`config.mk`:
```
export PLATFORM = sky130hd
export DESIGN_NAME = pdm_tx
export DESIGN_NICKNAME = d
export VERILOG_FILES = /design/src/rtl/pdm_tx.sv
export SDC_FILE = /design/constraint.sdc
export NUM_CORES = 1
export LEC_CHECK = 0
export ABC_AREA = 1
export BUFFER_PORTS_ARGS = -buffer_cell sky130_fd_sc_hd__buf_2
export CORE_UTILIZATION = 30
export DETAILED_ROUTE_END_ITERATION = 10
export GPL_TIMING_DRIVEN = 0
export PLACE_DENSITY = 0.52
export SYNTH_ARGS = -nofsm -noshare
export SYNTH_HDL_FRONTEND = slang
export SYNTH_SLANG_ARGS = --single-unit
export TNS_END_PERCENT = 50
```
`constraint.sdc`:
```
create_clock -name clk -period 2 [get_ports clk]
set_clock_uncertainty 0.05 [all_clocks]
set_input_delay 0.4 -clock clk [delete_from_list [all_inputs] [get_ports clk]]
set_output_delay 0.4 -clock clk [all_outputs]
set_load 0.02 [all_outputs]
```
`src/rtl/pdm_tx.sv`:
```
// rtl/pdm_tx.sv - first-order sigma-delta PDM transmitter with one-deep sample holding register
//
// Purpose:
//   Plays unsigned PCM samples as a 1-bit PDM stream. Each sample is held for
//   2^WIDTH bit periods, and that window contains exactly `sample` ones. New
//   samples arrive through a valid/ready handshake into a one-entry holding
//   register and are promoted to playback only at the end of a period.
//
// Ports:
//   clk          system clock
//   reset        synchronous, active-high reset
//   enable       run the modulator; when low, the bit outputs idle at 0
//   s_data       unsigned PCM sample (midscale = 2^(WIDTH-1))
//   s_valid      sample offered
//   s_ready      holding register can accept (combinational)
//   pdm_clk      registered PDM bit clock
//   pdm_out      registered PDM data, changes on the falling edge of pdm_clk
//   sample_tick  one-cycle pulse when a new sample is loaded for playback
//   underrun     one-cycle pulse when a load finds the holding register empty

module pdm_tx #(
  parameter int WIDTH   = 8,
  parameter int CLK_DIV = 15
) (
  input  logic             clk,
  input  logic             reset,
  input  logic             enable,
  input  logic [WIDTH-1:0] s_data,
  input  logic             s_valid,
  output logic             s_ready,
  output logic             pdm_clk,
  output logic             pdm_out,
  output logic             sample_tick,
  output logic             underrun
);

  localparam int DIV_W = (CLK_DIV > 2) ? $clog2(CLK_DIV) : 1;

  localparam logic [DIV_W-1:0] DIV_LAST = DIV_W'(CLK_DIV - 1);
  // pdm_clk is low while the upcoming divider count is below this value.
  localparam logic [DIV_W-1:0] DIV_HALF = DIV_W'(CLK_DIV / 2);
  localparam logic [WIDTH-1:0] MIDSCALE = {1'b1, {(WIDTH-1){1'b0}}};
  localparam logic [WIDTH-1:0] BIT_LAST = {WIDTH{1'b1}};

  // Divider and bit position within the current sample period
  logic [DIV_W-1:0] div_cnt;
  logic [DIV_W-1:0] div_next;
  logic [WIDTH-1:0] bit_cnt;
  logic             bit_tick;
  logic             load;

  // Modulator state
  logic [WIDTH-1:0] acc;
  logic [WIDTH-1:0] cur_sample;
  logic [WIDTH:0]   sum;

  // Holding register
  logic [WIDTH-1:0] hold_data;
  logic             hold_full;
  logic             transfer;

  assign s_ready = !hold_full && !reset;

  always_comb begin
    div_next = '0;
    if (enable) begin
      div_next = (div_cnt == DIV_LAST) ? '0 : div_cnt + DIV_W'(1);
    end
    bit_tick = enable && (div_cnt == DIV_LAST);
    // The last bit of a period both emits its bit (with the old sample) and
    // swaps in the next sample for the following period.
    load     = bit_tick && (bit_cnt == BIT_LAST);
    // The carry out of the accumulator is the PDM bit. Since acc wraps over
    // exactly 2^WIDTH additions of a constant sample, it returns to its
    // starting value, and the carry count equals the sample value.
    sum      = {1'b0, acc} + {1'b0, cur_sample};
    transfer = s_valid && s_ready;
  end

  always_ff @(posedge clk) begin
    if (reset) begin
      div_cnt     <= '0;
      bit_cnt     <= '0;
      acc         <= '0;
      cur_sample  <= MIDSCALE;
      hold_data   <= '0;
      hold_full   <= 1'b0;
      pdm_clk     <= 1'b0;
      pdm_out     <= 1'b0;
      sample_tick <= 1'b0;
      underrun    <= 1'b0;
    end else begin
      div_cnt     <= div_next;
      // Registered from the next divider value so that pdm_clk falls on the
      // same edge that pdm_out updates; the receiver samples on the rise.
      pdm_clk     <= enable && (div_next >= DIV_HALF);
      sample_tick <= load;
      underrun    <= load && !hold_full;

      if (!enable) begin
        // Stopping abandons the current period; restart always begins with a
        // clean accumulator and a midscale period.
        bit_cnt    <= '0;
        acc        <= '0;
        pdm_out    <= 1'b0;
        cur_sample <= MIDSCALE;
      end else if (bit_tick) begin
        acc     <= sum[WIDTH-1:0];
        pdm_out <= sum[WIDTH];
        bit_cnt <= bit_cnt + WIDTH'(1);
      end

      if (load) begin
        cur_sample <= hold_full ? hold_data : MIDSCALE;
        if (hold_full) begin
          hold_full <= 1'b0;
        end
      end

      // s_ready excludes a full register, so a transfer can never collide
      // with the load that empties it. A transfer on the load cycle of an
      // empty register lands in hold_data only; there is no bypass.
      if (transfer) begin
        hold_data <= s_data;
        hold_full <= 1'b1;
      end
    end
  end

endmodule

```
Word-level counts from Yosys, hierarchy flattened
Index checks and enable logic that the tools add are counted.
W data, S select, Z words.
- muxes and demuxes: 7
- magnitude comparators: 1
- reductions and logical operators: 10
- $add $sub $neg: 3
- equal/unequal tests: 3
- bitwise gates (word level): 1
- operators with widths (cell ; count):
    $mux W8 ; 3
    $add A8 B8 Y9 ; 1
    $add A8 B1 Y8 const B ; 1
    $eq A8 B8 Y1 const B ; 1
    $mux W4 ; 2
    $logic_and A1 B1 Y1 ; 6
    $add A4 B1 Y4 const B ; 1
    $eq A4 B4 Y1 const B ; 1
    $ge A4 B3 Y1 const B ; 1
    $logic_not A1 Y1 ; 2
    $mux W1 ; 2
    $ne A2 B1 Y1 const B ; 1
    $reduce_bool A2 Y1 ; 1
    $reduce_or A2 Y1 ; 1
    $not A1 Y1 ; 1
- output and inout port bits: 5
- input port bits: 12
- word-level logic and storage cells: 35
- flip-flop bits (word level): 41

Logic depth before layout (Yosys ltp)
Gate-level depths: netlist of run 1.
- depth after elaboration: 5
- gate-level depth with buffers: 9

Worst setup path after synthesis of run 1
Ideal clock, no wire load.
- kind: register to register
- from: register acc[0]
- to: register acc[4]
- cell stages (with the launch flop): 9
- data arrival time: 1.320 ns
- path slack: 0.514 ns
- buffers on the path: 0
- required time: 1.835 ns
- path through: dfxtp_1 ha_1 fa_1 nand2_1 nand3_1 nand2_1 nand2_1 o21ai_0 inv_1
- word-level cells in the longest chain between the ends: 1
- RTL lines (item ; RTL line ; source):
    from (decl) ; 53 ; logic [WIDTH-1:0] acc;
    from (signal assigned) ; 108 ; acc <= sum[WIDTH-1:0];
    $add A8 B8 Y9 ; 76 ; sum = {1'b0, acc} + {1'b0, cur_sample};
Every way passes these cells.
A chain may end at the register's enable or synchronous reset.

Final worst setup path of run 1
- from: register div_cnt[0]
- to: register cur_sample[7]
- word-level cells in the longest chain between the ends: 4
- RTL lines (item ; RTL line ; source):
    from (decl) ; 46 ; logic [DIV_W-1:0] div_cnt;
    from (signal assigned) ; 93 ; div_cnt <= div_next;
    $eq A4 B4 Y1 * ; 69 ; bit_tick = enable && (div_cnt == DIV_LAST);
    $logic_and A1 B1 Y1 * ; 69 ;
    $logic_and A1 B1 Y1 * ; 72 ; load = bit_tick && (bit_cnt == BIT_LAST);
    $ne A2 B1 Y1 (no line) or $mux W8 (tied branches) ; n/a ;
    to (signal assigned) ; 114 ; cur_sample <= hold_full ? hold_data : MIDSCALE;
    to (decl) ; 54 ; logic [WIDTH-1:0] cur_sample;
Every way passes the cells marked *; elsewhere a longest branch is shown, timed or not.

==> results.py, run 1 <==
metrics = {
    "worst_setup_path": {
        "cp_max_fo": 10,
        "critPathLaunchType": "flop",
        "path_delay_family": "simple AND/OR/NAND/NOR gates",
        "worst_r2r_path_depth": 8,
        "cp_data_arrival_time_ps": 1850,
        "endpoint": "cur_sample[7]",
        "worstPathCellList": "inv_1 -> ha_1 -> nand3_2 -> nor2_4 -> nand3_2 -> buf_2 -> o21ai_1 -> nand3_1",
        "cp_num_buf_inv": 2,
        "ff2ff_setup_slack_ps": 270,
        "cp.depth": 8,
        "crit_type": "flop to flop",
        "r2r-end": "cur_sample[7]",
        "cp.required_ps": 2120,
        "crit_top_cell": "nand3_2",
        "r2r_start": "div_cnt[0]",
        "cpPeakStageDelay_ps": 360,
        "crit_path_top_delay_cell": "dfxtp_1",
        "cp-end-kind": "flop",
        "startpoint": "div_cnt[0]",
    },
    "power": {
        "seqPwrFrac": 0.512,
        "ir_worst_vdd_uv": 338.4,
        "combPwrFrac": 0.050,
        "switchingPower_uw": 371.5,
        "power.share.clock": 0.438,
        "power.internal_mw": 1.267,
        "power_mw": 1.639,
        "powerDensity_nw_per_um2": 698.1,
        "sw_frac_of_total": 0.2267,
        "leakage_nw": 1.121,
    },
    "yosys": {
        "synth-warning-count": 0,
        "synthCells": 285,
        "netlist_area_um2": 2051,
        "synth_nets": 309,
        "yosysSeqAreaShare": 0.4002,
        "ys_ff_latch": 41,
        "synth_area_per_cell_um2": 7.195,
        "synth.distinct_cells": 27,
    },
    "route": {
        "routedWlPerCell_um": 11.16,
        "wl_met2_um": 1990,
        "drt_pass1_iterations": 4,
        "first_iter_violations": 35,
        "top_layer": "met4",
        "vias": 1785,
        "drc": 0,
        "met3_length_um": 118,
        "vias_per_cell": 4.624,
        "wl_um": 4308,
        "antenna_left": 0,
        "wirelength_met1_um": 2157,
    },
    "placed_design": {
        "place_inst": 378,
        "dp_slack_ps": 246.4,
        "gp_congestion": 0.7672,
        "dp_hpwl_um": 3227,
        "numPortBuffers": 16,
        "dpl_cell_area_um2": 2227,
    },
    "sta": {
        "relSlewSlack": 0.6931,
        "hold_viol": 0,
        "slew_viol_final": 0,
        "fmax_mhz": 578.2,
        "fin_crit_sh": 0.8647,
        "finalSetupViolations": 0,
        "tns_ps": 0,
        "period_minus_slack_ps": 1729,
        "worst_slack_ps": 270.5,
        "worstMarginPinSlew_ps": 460.4,
        "grt_setup_unrepaired": "no",
    },
    "finish": {
        "final_nets": 332,
        "n_fill_cell": 708,
        "diodes": 0,
        "final_common_cell": "nand2_1",
        "instances_no_fill": 386,
        "area_delta_synth_final_pct": 14.46,
        "final_cell_mix": "58 x nand2_1, 41 x dfxtp_1, 39 x inv_1, 39 x nor2_1, 20 x o21ai_0",
        "drive_gt1_frac": 0.1197,
        "design_area_um2": 2347,
    },
    "grt": {
        "grt_use_total": 0.1380,
        "antenna_found_initial": 0,
        "first_global_vias": 1758,
        "grt_overflow_total": 0,
        "grt_pass1_wl_um": 7921,
        "grt_max_degree": 14,
    },
    "clocking": {
        "hold_buffers": 0,
        "numCtsBuffers": 5,
        "cts_buffer_depth": 2,
        "cts_root_buffer": "clkbuf_8",
        "cts_resized": 0,
        "cts_sinks": 41,
        "cts_tree": "done",
        "path_clk_slew_ps": 80,
        "htreeDepth": 2,
        "post_cts.repair.setup_buffers": 0,
        "clk_latency_ps": 290,
    },
    "floorplan": {
        "die_width_um": 84.68,
        "dieArea_um2": 7171,
        "start_util": 0.3175,
        "die_h_um": 84.68,
        "core.rowCount": 29,
        "ioPinCount": 17,
        "core_um2": 6459,
    },
    "job": {
        "cap_violations": 0,
    },
    "hold_path": {
        "hold_class": "primary input to flop",
    },
    "run_status": {
        "status": "completed",
    },
}
==> area by class of cell <==
class | instances | area, µm² | share of cell area
Inverter | 40 | 150.1 | 0.06397
Timing Repair Buffer | 16 | 80.08 | 0.03412
Multi-Input combinational cell | 196 | 1036 | 0.4414
Buffer | 8 | 43.79 | 0.01866
Tap cell | 77 | 96.34 | 0.04104
Clock inverter | 2 | 37.54 | 0.01599
Sequential cell | 41 | 820.8 | 0.3497
Clock buffer | 6 | 82.58 | 0.03518
==> worst register-to-register path, delay by kind of cell (launching register included) <==
family / cells / cell delay, ps
AOI/OAI and AO/OA: 1 / 130
adders and majority gates: 1 / 190
buffers and inverters: 2 / 270
DFF: 1 / 360
and+or+nand+nor: 4 / 600
==> power groups by stage <==
stage	registers (mW)	logic, mW	clock network [mW]
after floorplan	0.856	0.0553	0
after global placement	0.858	0.0820	0
after detailed placement	0.859	0.0836	0
after CTS	0.840	0.0839	0.741
after global routing	0.842	0.0978	0.781
final	0.839	0.0822	0.717
==> synthesized netlist by cell type <==
cell type / n / area share
nand3_1: 18 / 0.044
buf_2: 2 / 0.0049
xor2_1: 1 / 0.0043
and2_1: 1 / 0.0031
nand2_1: 58 / 0.11
o21ai_1: 1 / 0.0024
xnor2_1: 1 / 0.0043
nor3_4: 1 / 0.0079
nor2_1: 39 / 0.071
inv_1: 39 / 0.071
nor2_4: 1 / 0.0055
buf_4: 1 / 0.0037
ha_1: 11 / 0.067
clkbuf_1: 4 / 0.0073
dfxtp_1: 41 / 0.40
nor2_2: 1 / 0.0031
nand3_2: 2 / 0.0098
nand3b_1: 1 / 0.0037
nand4_1: 16 / 0.049
o21ai_0: 20 / 0.049
fa_1: 1 / 0.0098
a211oi_1: 1 / 0.0037
inv_2: 1 / 0.0018
a21oi_1: 19 / 0.046
or2_2: 1 / 0.0031
nand4_2: 2 / 0.012
buf_6: 1 / 0.0055
==> registers in the layout (all words and copies together) (netlist names) <==
register,cells
acc,8
bit_cnt,8
cur_sample,8
hold_data,8
div_cnt,4
hold_full,1
pdm_clk,1
pdm_out,1
sample_tick,1
underrun,1
==> worst min-delay path by stage <==
| stage | from | slack [ps] | endpoint | cells past startpoint |
|---|---|---|---|---|
| 3_5_place_dp | hold_data[1] | 400 | hold_data[1] | 2 |
| 2_1_floorplan | hold_data[7] | 380 | hold_data[7] | 2 |
| 4_1_cts | reset | 290 | hold_full | 2 |
| 3_3_place_gp | hold_data[3] | 390 | hold_data[3] | 2 |
| 6_report | reset | 290 | hold_full | 2 |
| 5_1_grt | reset | 300 | hold_full | 2 |
==> cell families (layout without fill, tap and decap cells) <==
group | Yosys count | after routing | share of synthesized area
buffers and inverters | 48 | 72 | 0.09457
adders and majority gates | 12 | 12 | 0.07688
xor gates and xnor gates | 2 | 2 | 0.008543
DFF | 41 | 41 | 0.4002
and+or+nand+nor | 141 | 141 | 0.3185
AOI/OAI and AO/OA | 41 | 41 | 0.1013
==> routing by layer <==
| metal | vias to the layer above | track usage |
|---|---|---|
| met5 | - | 0 |
| met4 | 0 | 0.04160 |
| met3 | 4 | 0.02950 |
| met2 | 23 | 0.2380 |
| met1 | 790 | 0.1726 |
| li1 | 968 | - |
==> through the flow <==
step	hold WS [ps]	utilization
floorplan	378.9	-
global placement	392.1	0.3448
detailed placement	397.1	0.3448
CTS	287.8	0.3634
global route	295.7	0.3634
finish	293.8	0.3634
Power figures use the tool's default switching activity.
==> run 2: changes to the inputs <==
ABC_AREA = default   (was 1)
==> run 2 against run 1 <==
Sequential share of layout area increased by 2.1 points. Fmax decreased by 7.4%. Cell area is 5.7% lower. Wire length decreased by 15%. Critical endpoint is now pdm_out. Register-to-register slack got worse by 140 ps. Clock-buffer cell count fell by 1. Hold slack worse by 11 ps. First-iteration DRC count up 34%. Critical path depth shrank 2. Via count decreased by 14%. Highest routed layer unchanged. Synthesized cell count down 21%. Utilization barely moved.
==> results.py, run 2 <==
metrics = {
    "yosys": {
        "synth_top_area_frac": 0.4221,
        "async_flop_share": 0,
        "yosysSeqAreaShare": 0.4221,
        "synth_area_per_cell_um2": 8.642,
        "synthCells": 225,
        "synth.most_common_cell": "dfxtp_1",
        "yosysTopAreaCell": "dfxtp_1",
        "synth-warning-count": 0,
        "ys_ff_latch": 41,
        "synth_edf_count": 0,
        "synth-main-ff-cell": "dfxtp_1",
        "ys_top_cells_by_count": "41 x dfxtp_1, 35 x nand2_1, 20 x a21oi_1",
        "netlist_area_um2": 1944,
        "synthTopCellsByArea": "dfxtp_1 42%, ha_1 7.1%, nand2_1 6.8%",
        "synth_nets": 249,
        "synth.distinct_cells": 43,
    },
    "route": {
        "drt_pass1_iterations": 4,
        "vias": 1543,
        "drc": 0,
        "antenna_left": 0,
        "wl_um": 3680,
        "first_iter_violations": 47,
        "routedWlPerCell_um": 11.36,
        "vias_per_cell": 4.762,
    },
    "clocking": {
        "cts_root_buffer": "clkbuf_8",
        "cts_tree": "done",
        "cts_sinks": 41,
        "numCtsBuffers": 5,
        "htreeDepth": 2,
        "cts_buffer_depth": 2,
        "path_clk_slew_ps": 90,
        "post_cts.repair.setup_buffers": 0,
        "clk_latency_ps": 290,
    },
    "power": {
        "leakage_nw": 0.8968,
        "ir_worst_vdd_uv": 359.5,
        "powerDensity_nw_per_um2": 657.4,
        "power_mw": 1.456,
    },
    "worst_setup_path": {
        "cp.required_ps": 2150,
        "startpoint": "acc[0]",
        "critPathLaunchType": "flop",
        "crit_type": "flop to flop",
        "cp_num_buf_inv": 0,
        "cp_data_arrival_time_ps": 2020,
        "cp-end-kind": "flop",
        "crit_path_top_delay_cell": "fa_1",
        "cpPeakStageDelay_ps": 440,
        "cp_max_fo": 3,
        "r2r_start": "acc[0]",
        "path_delay_family": "compound AO/OA/AOI/OAI gates",
        "worstPathCellList": "ha_1 -> fa_1 -> a211oi_2 -> o21ba_2 -> o21ai_0 -> a41o_1",
    },
    "run_status": {
        "status": "completed",
    },
    "placed_design": {
        "dp_hpwl_um": 2714,
        "dpl_cell_area_um2": 2118,
        "numPortBuffers": 16,
        "gp_congestion": 0.7763,
    },
    "floorplan": {
        "die_h_um": 82.51,
        "ioPinCount": 17,
        "core_um2": 6096,
        "start_util": 0.3190,
        "core.rowCount": 28,
        "dieArea_um2": 6807,
        "die_width_um": 82.51,
    },
    "finish": {
        "utilization": 0.3633,
        "final_nets": 272,
        "area_delta_synth_final_pct": 13.90,
        "design_area_um2": 2215,
        "drive_gt1_frac": 0.1767,
        "final_cell_mix": "41 x dfxtp_1, 35 x nand2_1, 20 x a21oi_1",
        "final_common_cell": "dfxtp_1",
        "diodes": 0,
    },
    "grt": {
        "grt_use_total": 0.1242,
        "first_global_vias": 1384,
        "grt_overflow_total": 0,
        "antenna_found_initial": 0,
        "grt_pass1_wl_um": 6279,
        "grt_max_degree": 15,
    },
    "sta": {
        "grt_setup_unrepaired": "no",
        "finalSetupViolations": 0,
        "slew_viol_final": 0,
        "period_minus_slack_ps": 1868,
        "worstMarginPinSlew_ps": 446.0,
        "fmax_mhz": 535.5,
        "relSlewSlack": 0.7027,
        "fin_crit_sh": 0.9338,
        "tns_ps": 0,
        "hold_viol": 0,
    },
    "hold_path": {
        "hold_class": "primary input to flop",
        "hp-start": "s_data[0]",
    },
    "job": {
        "cap_violations": 0,
    },
}
[run 2: per-stage QoR]
step	instances	hold WS, ps	setup slack (ps)
6_report	324	282.7	132.5
5_1_grt	324	267.0	39.61
4_1_cts	324	274.2	24.39
3_5_place_dp	316	396.5	38.82
3_3_place_gp	316	396.6	27.17
2_1_floorplan	225	386.2	170.9
[run 2: metal layers]
metal,vias up,global-route usage,share of wire
li1,831,-,-
met4,0,0.05690,0.015
met3,7,0.03297,0.028
met2,19,0.2157,0.45
met5,-,0,0
met1,686,0.1416,0.50
[run 2: final cells by class]
cell class                 instances  area, µm²
buffer                            12      70.07
clock buffer                       5      68.82
timing repair buffer              16      80.08
inverter                           4      15.01
tap                               75      93.84
clock inverter                     3      21.27
multi-input combinational        168       1045
fill                             684       3881
sequential                        41      820.8
[run 2: cells by family after synthesis]
family                   after synthesis  share of synthesized area
AND/OR/NAND/NOR                       99                     0.2548
adder cells (fa/ha/maj)               12                    0.08108
AO/OA/AOI/OAI                         48                     0.1583
XOR/XNOR                               9                    0.04054
flip-flops                            41                     0.4221
buffers and inverters                 16                    0.04310
[run 2: repair_timing]
item | 4_1_cts | 5_1_grt
hold buffers | 0 | 0
resized for setup | 0 | 3
endpoints found under the setup margin | 0 | 3
[run 2: power breakdown]
group	switching [mW]	leakage [nW]	internal, mW
combinational	0.0431	0.520	0.0277
clock	0.299	0.0445	0.248
sequential	0.00939	0.332	0.829
[run 2: final timing paths]
| check | to | slack (ps) | cells past startpoint |
|---|---|---|---|
| max | pdm_out | 130 | 6 |
| min | hold_data[0] | 280 | 3 |
| max reg2reg | pdm_out | 130 | 6 |
| min reg2reg | hold_data[1] | 410 | 2 |
[run 2: tightest hold or removal path, cell delays in order]
cell and delay [ps]:
buf_2 90, nand2_1 40, a21oi_1 50
==> run 3: changes to the inputs <==
CORE_UTILIZATION = 45   (was 30)
PLACE_DENSITY = 0.69   (was 0.52)
==> run 3 against run 2 <==
Hold slack better by 2.6 ps. Highest routed layer unchanged. Wire length is 4.9% lower. Largest cell class unchanged. First-iteration DRC count increased by 74%. Fmax rose by 2.2%. Critical path type unchanged. Largest power group unchanged. Clock power increased by 27%.
==> results.py, run 3 (synthesis results as in run 2) <==
metrics = {
    "clocking": {
        "path_clk_slew_ps": 80,
        "cts_root_buffer": "clkbuf_8",
        "clk_latency_ps": 290,
        "numCtsBuffers": 5,
        "cts_buffer_depth": 2,
        "post_cts.repair.setup_buffers": 0,
        "htreeDepth": 2,
        "cts_tree": "done",
        "cts_sinks": 41,
    },
    "worst_setup_path": {
        "cp_data_arrival_time_ps": 1960,
        "worst_r2r_path_depth": 6,
        "r2r_start": "acc[0]",
        "r2r-end": "pdm_out",
        "ff2ff_setup_slack_ps": 170,
        "crit_type": "flop to flop",
        "cp.required_ps": 2130,
        "cp_max_fo": 3,
        "critPathLaunchType": "flop",
        "cp-end-kind": "flop",
    },
    "placed_design": {
        "gp_congestion": 0.7864,
        "numPortBuffers": 16,
        "dp_hpwl_um": 2518,
    },
    "sta": {
        "tns_ps": 0,
        "finalSetupViolations": 0,
        "grt_setup_unrepaired": "no",
        "fmax_mhz": 547.0,
        "fin_crit_sh": 0.9140,
        "relSlewSlack": 0.6935,
        "worstMarginPinSlew_ps": 459.8,
        "hold_viol": 0,
        "period_minus_slack_ps": 1828,
        "slew_viol_final": 0,
    },
    "hold_path": {
        "whs_path_depth": 3,
        "hp-start": "s_data[4]",
        "hold_class": "primary input to flop",
        "hold_end": "hold_data[4]",
    },
    "power": {
        "sw_frac_of_total": 0.2129,
        "power_mw": 1.604,
        "power.internal_mw": 1.262,
        "power.share.clock": 0.433,
        "powerDensity_nw_per_um2": 724.2,
        "ir_worst_vdd_uv": 485.2,
        "combPwrFrac": 0.044,
        "seqPwrFrac": 0.523,
        "switchingPower_uw": 341.4,
        "leakage_nw": 0.9046,
    },
    "grt": {
        "grt_overflow_total": 0,
        "grt_use_total": 0.1794,
        "grt_max_degree": 14,
        "first_global_vias": 1403,
        "antenna_found_initial": 0,
        "grt_pass1_wl_um": 6030,
    },
    "floorplan": {
        "ioPinCount": 17,
        "die_width_um": 67.73,
        "dieArea_um2": 4587,
        "start_util": 0.4758,
        "die_h_um": 67.73,
        "core_um2": 4086,
        "core.rowCount": 23,
    },
    "finish": {
        "drive_gt1_frac": 0.1767,
        "final_common_cell": "dfxtp_1",
        "diodes": 0,
        "final_nets": 272,
        "area_delta_synth_final_pct": 13.90,
        "final_cell_mix": "41 x dfxtp_1, 35 x nand2_1, 20 x a21oi_1",
    },
    "route": {
        "routedWlPerCell_um": 11.70,
        "vias_per_cell": 5.151,
        "drc": 0,
        "wl_um": 3498,
        "vias": 1540,
        "drt_pass1_iterations": 6,
        "first_iter_violations": 82,
        "antenna_left": 0,
    },
    "run_status": {
        "status": "completed",
    },
    "job": {
        "cap_violations": 0,
    },
}
run 3: changes by cell type in the layout (fill, tap and decap cells not counted), sizes merged:
cell,previous run,this run
clkinv,1,0
bufinv,0,1
inv,5,4
clkbuf,11,12
run 3: what timing repair did:
action	in CTS	in global routing
setup endpoints to repair	0	1
hold buffers	0	0
gates resized for setup	0	2
run 3: power by group through the flow:
stage	clock [mW]	sequential, mW	combinational [mW]
floorplan	0	0.856	0.0472
global placement	0	0.857	0.0711
detailed placement	0	0.858	0.0710
CTS	0.717	0.839	0.0712
global route	0.746	0.841	0.0801
finish	0.695	0.839	0.0703
run 3: per-stage QoR:
step,hold WS [ps],instances,setup slack (ps),util,cell area (µm²)
floorplan,386.2,225,170.9,-,1944
global placement,395.9,291,59.75,0.5107,2087
detailed placement,401.8,291,50.69,0.5107,2087
CTS,274.8,299,33.70,0.5401,2207
global route,278.8,299,16.00,0.5419,2215
finish,285.2,299,171.9,0.5419,2215
run 3: worst max-delay path by stage:
stage,startpoint,end,slack (ps),cells after the start
floorplan,acc[0],pdm_out,170,6
global placement,acc[0],pdm_out,60,6
detailed placement,acc[0],pdm_out,50,6
CTS,acc[0],pdm_out,30,6
global route,div_cnt[0],acc[6],20,7
finish,acc[0],pdm_out,170,6
run 3: worst max-delay path, stage by stage (launching register included):
cell	delay, ps
dfxtp_1	320
ha_1	230
fa_2	380
a211oi_2	250
o21ba_2	180
o21ai_0	80
a41o_1	230
run 3: final cells by class:
cell class | count | area (µm²)
Buffer | 12 | 68.82
Clock buffer | 6 | 82.58
Clock inverter | 2 | 37.54
Fill cell | 406 | 1872
Inverter | 4 | 15.01
Multi-Input combinational cell | 168 | 1047
Sequential cell | 41 | 820.8
Tap cell | 50 | 62.56
Timing Repair Buffer | 16 | 80.08
run 3: metal layers:
metal	share of wire	GRT usage
met1	0.50	0.2124
met2	0.46	0.2946
met3	0.032	0.05574
met4	0.0080	0.07979
met5	0	0
